## src/rtl/cam_match.sv

```systemverilog
// ---------------------------------------------------------------------------
// cam_match: registered content-addressable tag match.
//
// Holds DEPTH entries of WIDTH-bit tags, each with a valid bit. Every cycle
// with lk_valid=1 the lookup tag is compared against all valid entries. One
// cycle later the block returns a hit flag, the lowest matching index, a
// multi-hit flag and the full match vector. Used as the tag-match core of
// TLB/BTB-style structures.
//
// Ports
//   clk        clock; all state updates on the rising edge
//   rst        asynchronous active-high reset; clears valid bits and response
//   wr_en      write strobe: store wr_tag at wr_idx and mark the entry valid
//   wr_idx     entry to write (indices >= DEPTH are ignored)
//   wr_tag     tag to store
//   inv_en     invalidate strobe: clear the valid bit of inv_idx
//   inv_idx    entry to invalidate (indices >= DEPTH are ignored)
//   flush      clear every valid bit; overrides write and invalidate
//   lk_valid   lookup request this cycle
//   lk_tag     lookup tag
//   rsp_valid  registered lk_valid
//   rsp_hit    at least one valid entry matched
//   rsp_idx    lowest matching index, 0 on miss
//   rsp_multi  two or more valid entries matched
//   rsp_vec    per-entry match vector
//   valid_vec  current valid bits
// ---------------------------------------------------------------------------
module cam_match #(
    parameter  int WIDTH = 3,
    parameter  int DEPTH = 8,
    localparam int IDX_W = $clog2(DEPTH)
) (
    input  logic             clk,
    input  logic             rst,
    input  logic             wr_en,
    input  logic [IDX_W-1:0] wr_idx,
    input  logic [WIDTH-1:0] wr_tag,
    input  logic             inv_en,
    input  logic [IDX_W-1:0] inv_idx,
    input  logic             flush,
    input  logic             lk_valid,
    input  logic [WIDTH-1:0] lk_tag,
    output logic             rsp_valid,
    output logic             rsp_hit,
    output logic [IDX_W-1:0] rsp_idx,
    output logic             rsp_multi,
    output logic [DEPTH-1:0] rsp_vec,
    output logic [DEPTH-1:0] valid_vec
);

    logic [DEPTH-1:0] valid_p0;
    logic [WIDTH-1:0] tag_mem [DEPTH];
    logic [DEPTH-1:0] wr_sel;
    logic [DEPTH-1:0] inv_sel;
    logic [DEPTH-1:0] match_p0;

    logic             vld_p1;
    logic             hit_p1;
    logic [IDX_W-1:0] idx_p1;
    logic             multi_p1;
    logic [DEPTH-1:0] vec_p1;

    // Lowest set bit of the match vector; 0 when nothing is set.
    function automatic logic [IDX_W-1:0] lowest_idx(input logic [DEPTH-1:0] v);
        logic [IDX_W-1:0] r;
        r = '0;
        for (int i = DEPTH - 1; i >= 0; i--) begin
            if (v[i]) r = IDX_W'(i);
        end
        return r;
    endfunction

    // Clearing the lowest set bit leaves something only if two or more were set.
    function automatic logic more_than_one(input logic [DEPTH-1:0] v);
        return (v & (v - DEPTH'(1))) != '0;
    endfunction

    // Index decode. An index >= DEPTH matches no entry, so out-of-range
    // writes and invalidates fall away without an explicit range check.
    always_comb begin
        wr_sel  = '0;
        inv_sel = '0;
        for (int i = 0; i < DEPTH; i++) begin
            wr_sel[i]  = wr_en  && (wr_idx  == IDX_W'(i));
            inv_sel[i] = inv_en && (inv_idx == IDX_W'(i));
        end
    end

    // Valid bits: flush beats invalidate, invalidate beats write.
    always_ff @(posedge clk or posedge rst) begin
        if (rst) begin
            valid_p0 <= '0;
        end else if (flush) begin
            valid_p0 <= '0;
        end else begin
            valid_p0 <= (valid_p0 | wr_sel) & ~inv_sel;
        end
    end

    // Tag storage carries no reset; a tag is only observed through its valid bit.
    always_ff @(posedge clk) begin
        for (int i = 0; i < DEPTH; i++) begin
            if (wr_sel[i]) tag_mem[i] <= wr_tag;
        end
    end

    // ---- stage p0: compare against pre-update state (read-before-write) ----
    always_comb begin
        match_p0 = '0;
        for (int i = 0; i < DEPTH; i++) begin
            match_p0[i] = valid_p0[i] && (tag_mem[i] == lk_tag);
        end
    end

    // ---- stage p1: registered response, zeroed on idle cycles ----
    always_ff @(posedge clk or posedge rst) begin
        if (rst) begin
            vld_p1   <= 1'b0;
            hit_p1   <= 1'b0;
            idx_p1   <= '0;
            multi_p1 <= 1'b0;
            vec_p1   <= '0;
        end else if (lk_valid) begin
            vld_p1   <= 1'b1;
            hit_p1   <= |match_p0;
            idx_p1   <= lowest_idx(match_p0);
            multi_p1 <= more_than_one(match_p0);
            vec_p1   <= match_p0;
        end else begin
            vld_p1   <= 1'b0;
            hit_p1   <= 1'b0;
            idx_p1   <= '0;
            multi_p1 <= 1'b0;
            vec_p1   <= '0;
        end
    end

    assign rsp_valid = vld_p1;
    assign rsp_hit   = hit_p1;
    assign rsp_idx   = idx_p1;
    assign rsp_multi = multi_p1;
    assign rsp_vec   = vec_p1;
    assign valid_vec = valid_p0;

endmodule

```

## config.mk

```make
export PLATFORM = sky130hd
export DESIGN_NAME = cam_match
export DESIGN_NICKNAME = d
export VERILOG_FILES = /design/src/rtl/cam_match.sv
export SDC_FILE = /design/constraint.sdc
export NUM_CORES = 1
export LEC_CHECK = 0
export ABC_AREA = 1
export CAP_MARGIN = 20
export CORE_ASPECT_RATIO = 1.2
export CORE_UTILIZATION = 35
export DETAILED_ROUTE_END_ITERATION = 16
export PLACE_DENSITY = 0.67
export REMOVE_ABC_BUFFERS = 1
export SETUP_SLACK_MARGIN = 0.2
export SLEW_MARGIN = 30
export SYNTH_ARGS = -nofsm -noshare
export SYNTH_HDL_FRONTEND = slang
export SYNTH_SLANG_ARGS = --single-unit
```

## constraint.sdc

```tcl
create_clock -name clk -period 1.7 [get_ports clk]
set_clock_uncertainty 0.05 [all_clocks]
set_input_delay 0.17 -clock clk [delete_from_list [all_inputs] [get_ports clk]]
set_output_delay 0.17 -clock clk [all_outputs]
set_load 0.03 [all_outputs]
```

Yosys cells after proc, flatten, opt, wreduce, memory -nomap -nowiden --
Memories as Yosys holds them, arrays and structs flattened. Index checks and enable logic that the tools add are counted.
Cells by class: reduce and logical (&&, ||, !) cells 35, div/mod/pow operators 0, muxes and demuxes 51, shift-type cells 0, equal/unequal tests 22, order comparisons 0, $add $sub $neg 1, multipliers 0, bitwise logic cells 4
Operators by type and width (number):
- 3-bit two-way mux | 23
- 1-bit two-way mux | 26
- 3-bit equality test | 8
- 3-bit equality test (second input constant) | 8
- 1-bit logical AND | 24
- 3-bit OR reduction | 7
- 8-bit bitwise AND | 2
- 8-bit two-way mux | 2
- 3-bit by 2-bit equality test with 1-bit output (second input constant) | 4
- 8-bit inverter | 1
- 8-bit bitwise OR | 1
- 8-bit nonzero test | 1
- 8-bit OR reduction | 1
- 8-bit by 1-bit subtractor with 8-bit output (second input constant) | 1
- 3-bit by 1-bit equality test with 1-bit output (second input constant) | 2
- 3-bit logical NOT | 2
Storage, ports and cells: memories kept 1, bits in registers 22, output and inout bits 22, input port bits 18, bits in read-only memories 0, logic and storage cells 120, RAM bits 24, latch bits 0
Memory list:
- tag_mem | depth 8, bits a word 3, rd ports 8, clocked after Yosys merged registers in 0, wr ports 1, line 52 | logic [WIDTH-1:0] tag_mem [DEPTH];

Depth between registers and ports, before layout --
Gate-level depths: netlist of the first run.
word-level depth 12, depth in mapped cells 13

Least setup slack after synthesis of the first run --
Ideal clock, no wire load.
path kind reg2reg, start point register valid_p0[3] (netlist: valid_vec[3]), end point register multi_p1 (netlist: rsp_multi), buffers on the path 0, arrival time 1.223 ns, period minus slack after synthesis 1.405 ns, library setup time 0.132 ns, setup slack 0.295 ns, stages on the path, launching flop included 11, path through dfrtp_1 > nand2_1 > nor2_4 > nand2_4 > nand2_8 > nor2_8 > nand2_1 > nand2_1 > nand3_1 > nor2_1 > nor2_1
Between the ends: cells in the longest elaborated chain, start to end 5
Ends and longest elaborated chain:
- start, declared | line 51 | logic [DEPTH-1:0] valid_p0;
- start signal, assigned | line 96 | valid_p0 <= (valid_p0 | wr_sel) & ~inv_sel;
- 1-bit logical AND * | line 111 | match_p0[i] = valid_p0[i] && (tag_mem[i] == lk_tag);
- 8-bit by 1-bit subtractor with 8-bit output | line 75 | return (v & (v - DEPTH'(1))) != '0;
- 8-bit bitwise AND * | line 75
- 8-bit nonzero test * | line 75
- 1-bit two-way mux * | line 123 | end else if (lk_valid) begin
- end signal, assigned | line 127 | multi_p1 <= more_than_one(match_p0);
- end, declared | line 60 | logic multi_p1;
Mark *: on every way between the ends. The rest lies on a longest branch, timed or not.

==> results.md, run 1 <==
* Adder-Cell Fraction of Synth Area at 0
* Row cnt at 31
* Maxcap violations at 0
* Min Hold Slack at 0.170 ns
* Max VDD drop at 374 uV
* Ys Warns at 0
* Startpoint types: flip-flop
* Core area at 6170 um^2
* Power Total at 2.29 mW
* First-pass GRT wire length at 7620 um
* Critical Path RT at 1.83 ns
* Detailed-route via count at 1761
* Effective utilization at floorplan at 0.370
* Clk sink count at 46
* Status: finished clean
* PnR worst setup slack at 0.260 ns
* Met1 Wirelength at 1840 um
* Die Y at 90.4 um
* Post-layout nets at 335
* Min Tclk post-route at 1.44 ns
* Slew @ Worst Pin at 0.438 ns
* Lkg Pwr at 1.58 nW
* Met3 Routed Length at 157 um
* Fin. Hold Viols at 0
* Post-place setup slack at -0.228 ns
* Slew Limit Fails at 0
* Nature of the critical path endpoint: flip-flop
* Worst skew pair latency at 0.30 ns
* Crit path kind: flip-flop to flip-flop
* Vias per cell at 4.40
* Post-synthesis mux area share at 0
* Antenna violations before repair at 0
* H-tree depth at 2
* Hold Crit Class: primary input to asynchronous set/reset pin
* GRT overflow at 0
* Yosys cell types at 29
* Starting DRT DRC Count at 33
* Worst slew margin at 0.707
* Unrepaired setup endpoints after global routing: yes
* Gr usage total at 0.150
* Commonest non-fill, non-tap cell in the layout: nand2_1
* CTS max path bufs at 2
* Die X at 75.7 um
* Detailed-routed wire length on met2 at 2470 um
* Total die area at 6850 um^2
* # DRC at 0
* Detailed Route WL at 4620 um
* Clk slew on worst S/H paths at 0.08 ns
* Post-synthesis xor/xnor area fraction at 0.0115
* Routed Antenna Nets at 0
* Synth Area in Compound Gates at 0.0422
* CP Data Arrival Time at 1.57 ns
* Simple-gate share of the synthesized area at 0.299
* CTS tree: yes
* Sequential element share of the synthesized area at 0.557
* Ports at 40
* Drt first pass iters at 4
* Main combinational cell family by area after synthesis: simple AND/OR/NAND/NOR gates
* Setup Total Neg Slack at 0 ns
* Most frequent cells in the layout: 65 x nand2_1, 39 x nor2_1, 36 x inv_1, 24 x edfxtp_1, 23 x dlygate4sd2_1
* Netlist Area Pre-Place at 2280 um^2
* Part of the cycle the worst path needs at 0.847
* PwrDens at 757 nW/um^2
* Placer Congestion at 0.797
* #FFs+latches synth at 46
* Top layer in use: met4
* Vias in the first global route at 1700
* Synth Area per Inst at 8.94 um^2
* Largest net degree at the start of global routing at 23
* Finished Core Util at 0.491
* CP max FO at 5
* Hold-fix buffers at CTS at 0
* Diode count at 0
* Final setup violation count at 0
* Layout area overhead at 32.6%
* Post-DP HPWL at 3530 um
* Layout cells sized above 1 at 0.223
* # port buffers at 39
* Drt wl/cell at 11.5 um
* Number of CTS-inserted buffers at 5
* Post-synthesis instance total at 255
* Highest Clock Rate at 695 MHz
* Root buf cell: clkbuf_8
state kept, by name (all words and copies together), names as in the netlist:
signal     count
tag_mem       24
rsp_valid      1
valid_vec      8
rsp_multi      1
rsp_hit        1
rsp_idx        3
rsp_vec        8
cell usage after synthesis:
library cell / instances / area share
nor2_2: 7 / 0.019
nand4_1: 1 / 0.0027
a21oi_1: 3 / 0.0066
nand2_8: 1 / 0.0088
nor3_1: 2 / 0.0044
inv_1: 36 / 0.059
buf_6: 3 / 0.015
nand3_1: 3 / 0.0066
xnor2_1: 1 / 0.0038
o21ai_0: 1 / 0.0022
o21ai_1: 2 / 0.0044
xor2_1: 2 / 0.0077
edfxtp_1: 24 / 0.32
nand2_2: 7 / 0.019
o22ai_1: 8 / 0.022
nand2_4: 5 / 0.025
nand2_1: 69 / 0.11
a21boi_1: 1 / 0.0033
nor3_2: 1 / 0.0044
nor2_4: 3 / 0.015
nor2_1: 41 / 0.067
o21ai_2: 1 / 0.0038
inv_2: 6 / 0.0099
nor2_8: 1 / 0.0088
nand3_2: 1 / 0.0044
dfrtp_1: 22 / 0.24
clkbuf_1: 1 / 0.0016
inv_4: 1 / 0.0027
buf_1: 1 / 0.0016
final cells by class:
cell class / count / area, um^2
Tap cell: 82 / 103
Multi-Input combinational cell: 161 / 840
Clock inverter: 2 / 37.5
Inverter: 43 / 164
Clock buffer: 6 / 72.6
Fill cell: 586 / 3140
Sequential cell: 46 / 1270
Timing Repair Buffer: 60 / 538
per-stage QoR:
step	cell area (um^2)	std cells
2_1_floorplan	2240	250
3_3_place_gp	2860	386
3_5_place_dp	2860	386
4_1_cts	2950	394
5_1_grt	3030	400
6_report	3030	400
timing repair:
item / CTS / global route
endpoints found under the hold margin: 0 / 0
buffers inserted: 0 / 5
endpoints found under the setup margin: 24 / 5
pin swaps: 0 / 5
gates cloned: 0 / 1
resized for setup: 26 / 10
logic make-up after synthesis:
kind of cell           count (synthesis)
buffers and inverters                 48
AND/OR/NAND/NOR                      142
flip-flops                            46
AO/OA/AOI/OAI                         16
XOR/XNOR                               3
power breakdown:
part,switching [mW],internal [mW]
combinational,0.164,0.106
sequential,0.0152,1.20
clock,0.363,0.439
path summary, 6_finish.rpt:
path                          startpoint           end  slack (ns)  cells past startpoint
min in group clk                lk_valid     rsp_valid        0.32                      1
max                        tag_mem[0][0]     rsp_multi        0.26                     12
max in group asynchronous            rst    rsp_vec[4]        1.20                      3
min reg2reg                 valid_vec[5]  valid_vec[5]        0.53                      2
min                                  rst    rsp_vec[1]        0.17                      3
max reg2reg                tag_mem[0][0]     rsp_multi        0.26                     12
critical path, cell delays in order (launching register included):
cell	delay, ns
edfxtp_1	0.41
inv_1	0.07
nand2_1	0.04
nand2_1	0.08
nor2_2	0.05
nand2_4	0.08
nand2_4	0.08
nor2_8	0.14
nand2_1	0.07
nand2_1	0.06
nand2_1	0.05
nor2_1	0.09
nor2_1	0.04
routing by layer:
metal / GRT usage / vias up
li1: - / 902
met1: 0.165 / 806
met2: 0.257 / 42
met3: 0.0368 / 11
met4: 0.0772 / 0
met5: 0 / -
(Power assumes the default switching activity.)
==> run 2, diff against run 1 <==
clock period = 1.5 ns   (was 1.7 ns; I/O delays follow)
==> run 2 against run 1 <==
Against the previous run: global-route usage rose by 0.86 points; sequential share of layout area fell by 0.95 points; setup slack got worse by 0.22 ns; largest power group unchanged; clock-buffer cell count fell by 1; design area rose by 2.3%.
==> results.md, run 2 (synthesized netlist as in run 1, its figures left out) <==
* # DRC at 0 (unchanged)
* Die X at 75.7 um (unchanged)
* PnR worst setup slack at 0.0359 ns (was 0.260 ns)
* Fin. Hold Viols at 0 (unchanged)
* Effective utilization at floorplan at 0.370 (unchanged)
* Placer Congestion at 0.799 (was 0.797)
* CTS max path bufs at 2 (unchanged)
* Routed Antenna Nets at 0 (unchanged)
* H-tree depth at 2 (unchanged)
* Core area at 6170 um^2 (unchanged)
* Slowest-stage cell, CP: edfxtp_1 (unchanged)
* CTS tree: yes (unchanged)
* Gr usage total at 0.158 (was 0.150)
* FF-to-FF path depth at 12 (unchanged)
* Commonest non-fill, non-tap cell in the layout: nand2_1 (unchanged)
* CP Capture Point: rsp_multi (unchanged)
* Clk slew on worst S/H paths at 0.08 ns (about the same)
* Row cnt at 31 (unchanged)
* Multi-input gate area at 860 um^2 (was 840 um^2)
* # port buffers at 39 (unchanged)
* Reg2reg end: rsp_multi (unchanged)
* Slew Limit Fails at 0 (unchanged)
* Largest net degree at the start of global routing at 23 (unchanged)
* Crit-path cells: inv_1 > nand2_1 > nand2_1 > nor2_2 > nand2_4 > nand2_8 > nor2_8 > nand2_1 > nand2_1 > nand2_1 > nor2_1 > nor2_1 (was inv_1 > nand2_1 > nand2_1 > nor2_2 > nand2_4 > nand2_4 > nor2_8 > nand2_1 > nand2_1 > nand2_1 > nor2_1 > nor2_1)
* Maxcap violations at 0 (unchanged)
* Worst slew margin at 0.773 (was 0.707)
* Hold-fix buffers at CTS at 0 (unchanged)
* Worst path buffer plus inverter count at 1 (unchanged)
* Crit path kind: flip-flop to flip-flop (unchanged)
* Diode count at 0 (unchanged)
* Die Y at 90.4 um (unchanged)
* Number of CTS-inserted buffers at 5 (unchanged)
* Most frequent cells in the layout: 64 x nand2_1, 39 x nor2_1, 35 x inv_1, 29 x buf_4, 24 x edfxtp_1 (was 65 x nand2_1, 39 x nor2_1, 36 x inv_1, 24 x edfxtp_1, 23 x dlygate4sd2_1)
* CP max FO at 5 (unchanged)
* Post-DP HPWL at 3630 um (was 3530 um)
* Antenna violations before repair at 0 (unchanged)
* Starting DRT DRC Count at 54 (was 33)
* Final setup violation count at 0 (unchanged)
* Ports at 40 (unchanged)
* GRT overflow at 0 (unchanged)
* PwrDens at 787 nW/um^2 (was 757 nW/um^2)
* Unrepaired setup endpoints after global routing: yes (unchanged)
* First-pass GRT wire length at 8150 um (was 7620 um)
* Min Hold Slack at 0.158 ns (was 0.170 ns)
* Nature of the critical path endpoint: flip-flop (unchanged)
* Slew @ Worst Pin at 0.339 ns (was 0.438 ns)
* Status: finished clean (unchanged)
* Root buf cell: clkbuf_8 (unchanged)
* Flip-flop count of the largest register after layout at 24 (unchanged)
* Top register by number of flip-flops: tag_mem (unchanged)
* Critical Path Source: tag_mem[0][9] (was tag_mem[0][0])
* Detailed Route WL at 4760 um (was 4620 um)
* Register Area at 1270 um^2 (unchanged)
* Reg2reg setup slack at 0.04 ns (was 0.26 ns)
* Layout area overhead at 35.7% (was 32.6%)
* Filler Cell Count at 572 (was 586)
* Detailed-route via count at 1791 (was 1761)
* Lkg Pwr at 1.58 nW (about the same)
* Final cell count without fillers at 410 (was 400)
* Post-place setup slack at -0.383 ns (was -0.228 ns)
* Crit path largest cell delay at 0.42 ns (was 0.41 ns)
* Drt wl/cell at 11.6 um (was 11.5 um)
* Hold Crit Class: primary input to asynchronous set/reset pin (unchanged)
* Critical Path RT at 1.63 ns (was 1.83 ns)
* Post-layout nets at 346 (was 335)
* Worst skew pair latency at 0.30 ns (about the same)
* Highest Clock Rate at 683 MHz (was 695 MHz)
* Max VDD drop at 381 uV (was 374 uV)
* Reg2reg start: tag_mem[0][9] (was tag_mem[0][0])
* Crit path max-delay family: simple AND/OR/NAND/NOR gates (unchanged)
* Part of the cycle the worst path needs at 0.976 (was 0.847)
* CP Data Arrival Time at 1.60 ns (was 1.57 ns)
* Startpoint types: flip-flop (unchanged)
* Cell count after placement at 394 (was 386)
* Most common cell on crit path: nand2_1 (unchanged)
* Min Tclk post-route at 1.46 ns (was 1.44 ns)
* Total die area at 6850 um^2 (unchanged)
* Vias per cell at 4.37 (was 4.40)
* Worst path depth at 12 (unchanged)
* Clk sink count at 46 (unchanged)
* Drt first pass iters at 4 (unchanged)
* Vias in the first global route at 1813 (was 1700)
* Layout cells sized above 1 at 0.284 (was 0.223)
==> run 2: cell types whose count changed in the layout (fill, tap and decap cells not counted), moves of 2 or more <==
cell             previous run  this run
clkbuf_2                    0         3
dlygate4sd2_1              23        17
buf_4                      18        29
dlymetal6s2s_1              2         0
clkdlybuf4s15_2             0         5
==> run 2: tightest hold or removal path, delay by kind of cell <==
kind                   cells  cell delay [ns]
buffers and inverters      3             0.74
==> run 2: worst min path at each step <==
stage                     depth (start not counted)  startpoint  slack, ns            to
after floorplan                                   1         rst       0.09       rsp_hit
after global placement                            3         rst       0.46    rsp_vec[0]
after detailed placement                          3         rst       0.49    rsp_vec[1]
after CTS                                         3         rst       0.16  valid_vec[1]
after global routing                              3         rst       0.18  valid_vec[5]
final                                             3         rst       0.16    rsp_vec[1]
==> run 2: repair_timing <==
item | CTS | global route
gates cloned | 1 | 0
endpoints found under the setup margin | 30 | 9
setup buffers | 7 | 1
gates resized for setup | 48 | 8
pin swaps | 11 | 7
==> run 2: cell type report <==
cell class                      instances  area share
Multi-Input combinational cell        161       0.278
Clock inverter                          2     0.00485
Sequential cell                        46       0.411
Timing Repair Buffer                   71       0.198
Tap cell                               82      0.0331
Inverter                               43      0.0530
Clock buffer                            5      0.0222
==> run 2: where the power goes <==
group	leakage [nW]	switching, mW	internal, mW
logic	1.02	0.189	0.132
clock network	0.0362	0.415	0.318
registers	0.521	0.0186	1.36
total	1.58	0.623	1.81
==> run 2: per-stage QoR <==
step	util	area [um^2]	total power [mW]	TNS (ns)
floorplan	-	2240	1.56	0
global placement	0.473	2920	1.71	-2.01
detailed placement	0.473	2920	1.72	-2.48
CTS	0.501	3090	2.46	0
global route	0.502	3100	2.55	-0.0630
finish	0.502	3100	2.44	0
==> run 2: routing by layer <==
metal / vias to the layer above / track usage / part of all wire
li1: 926 / - / -
met1: 798 / 0.175 / 0.40
met2: 51 / 0.280 / 0.53
met3: 16 / 0.0313 / 0.033
met4: 0 / 0.0756 / 0.034
met5: - / 0 / 0
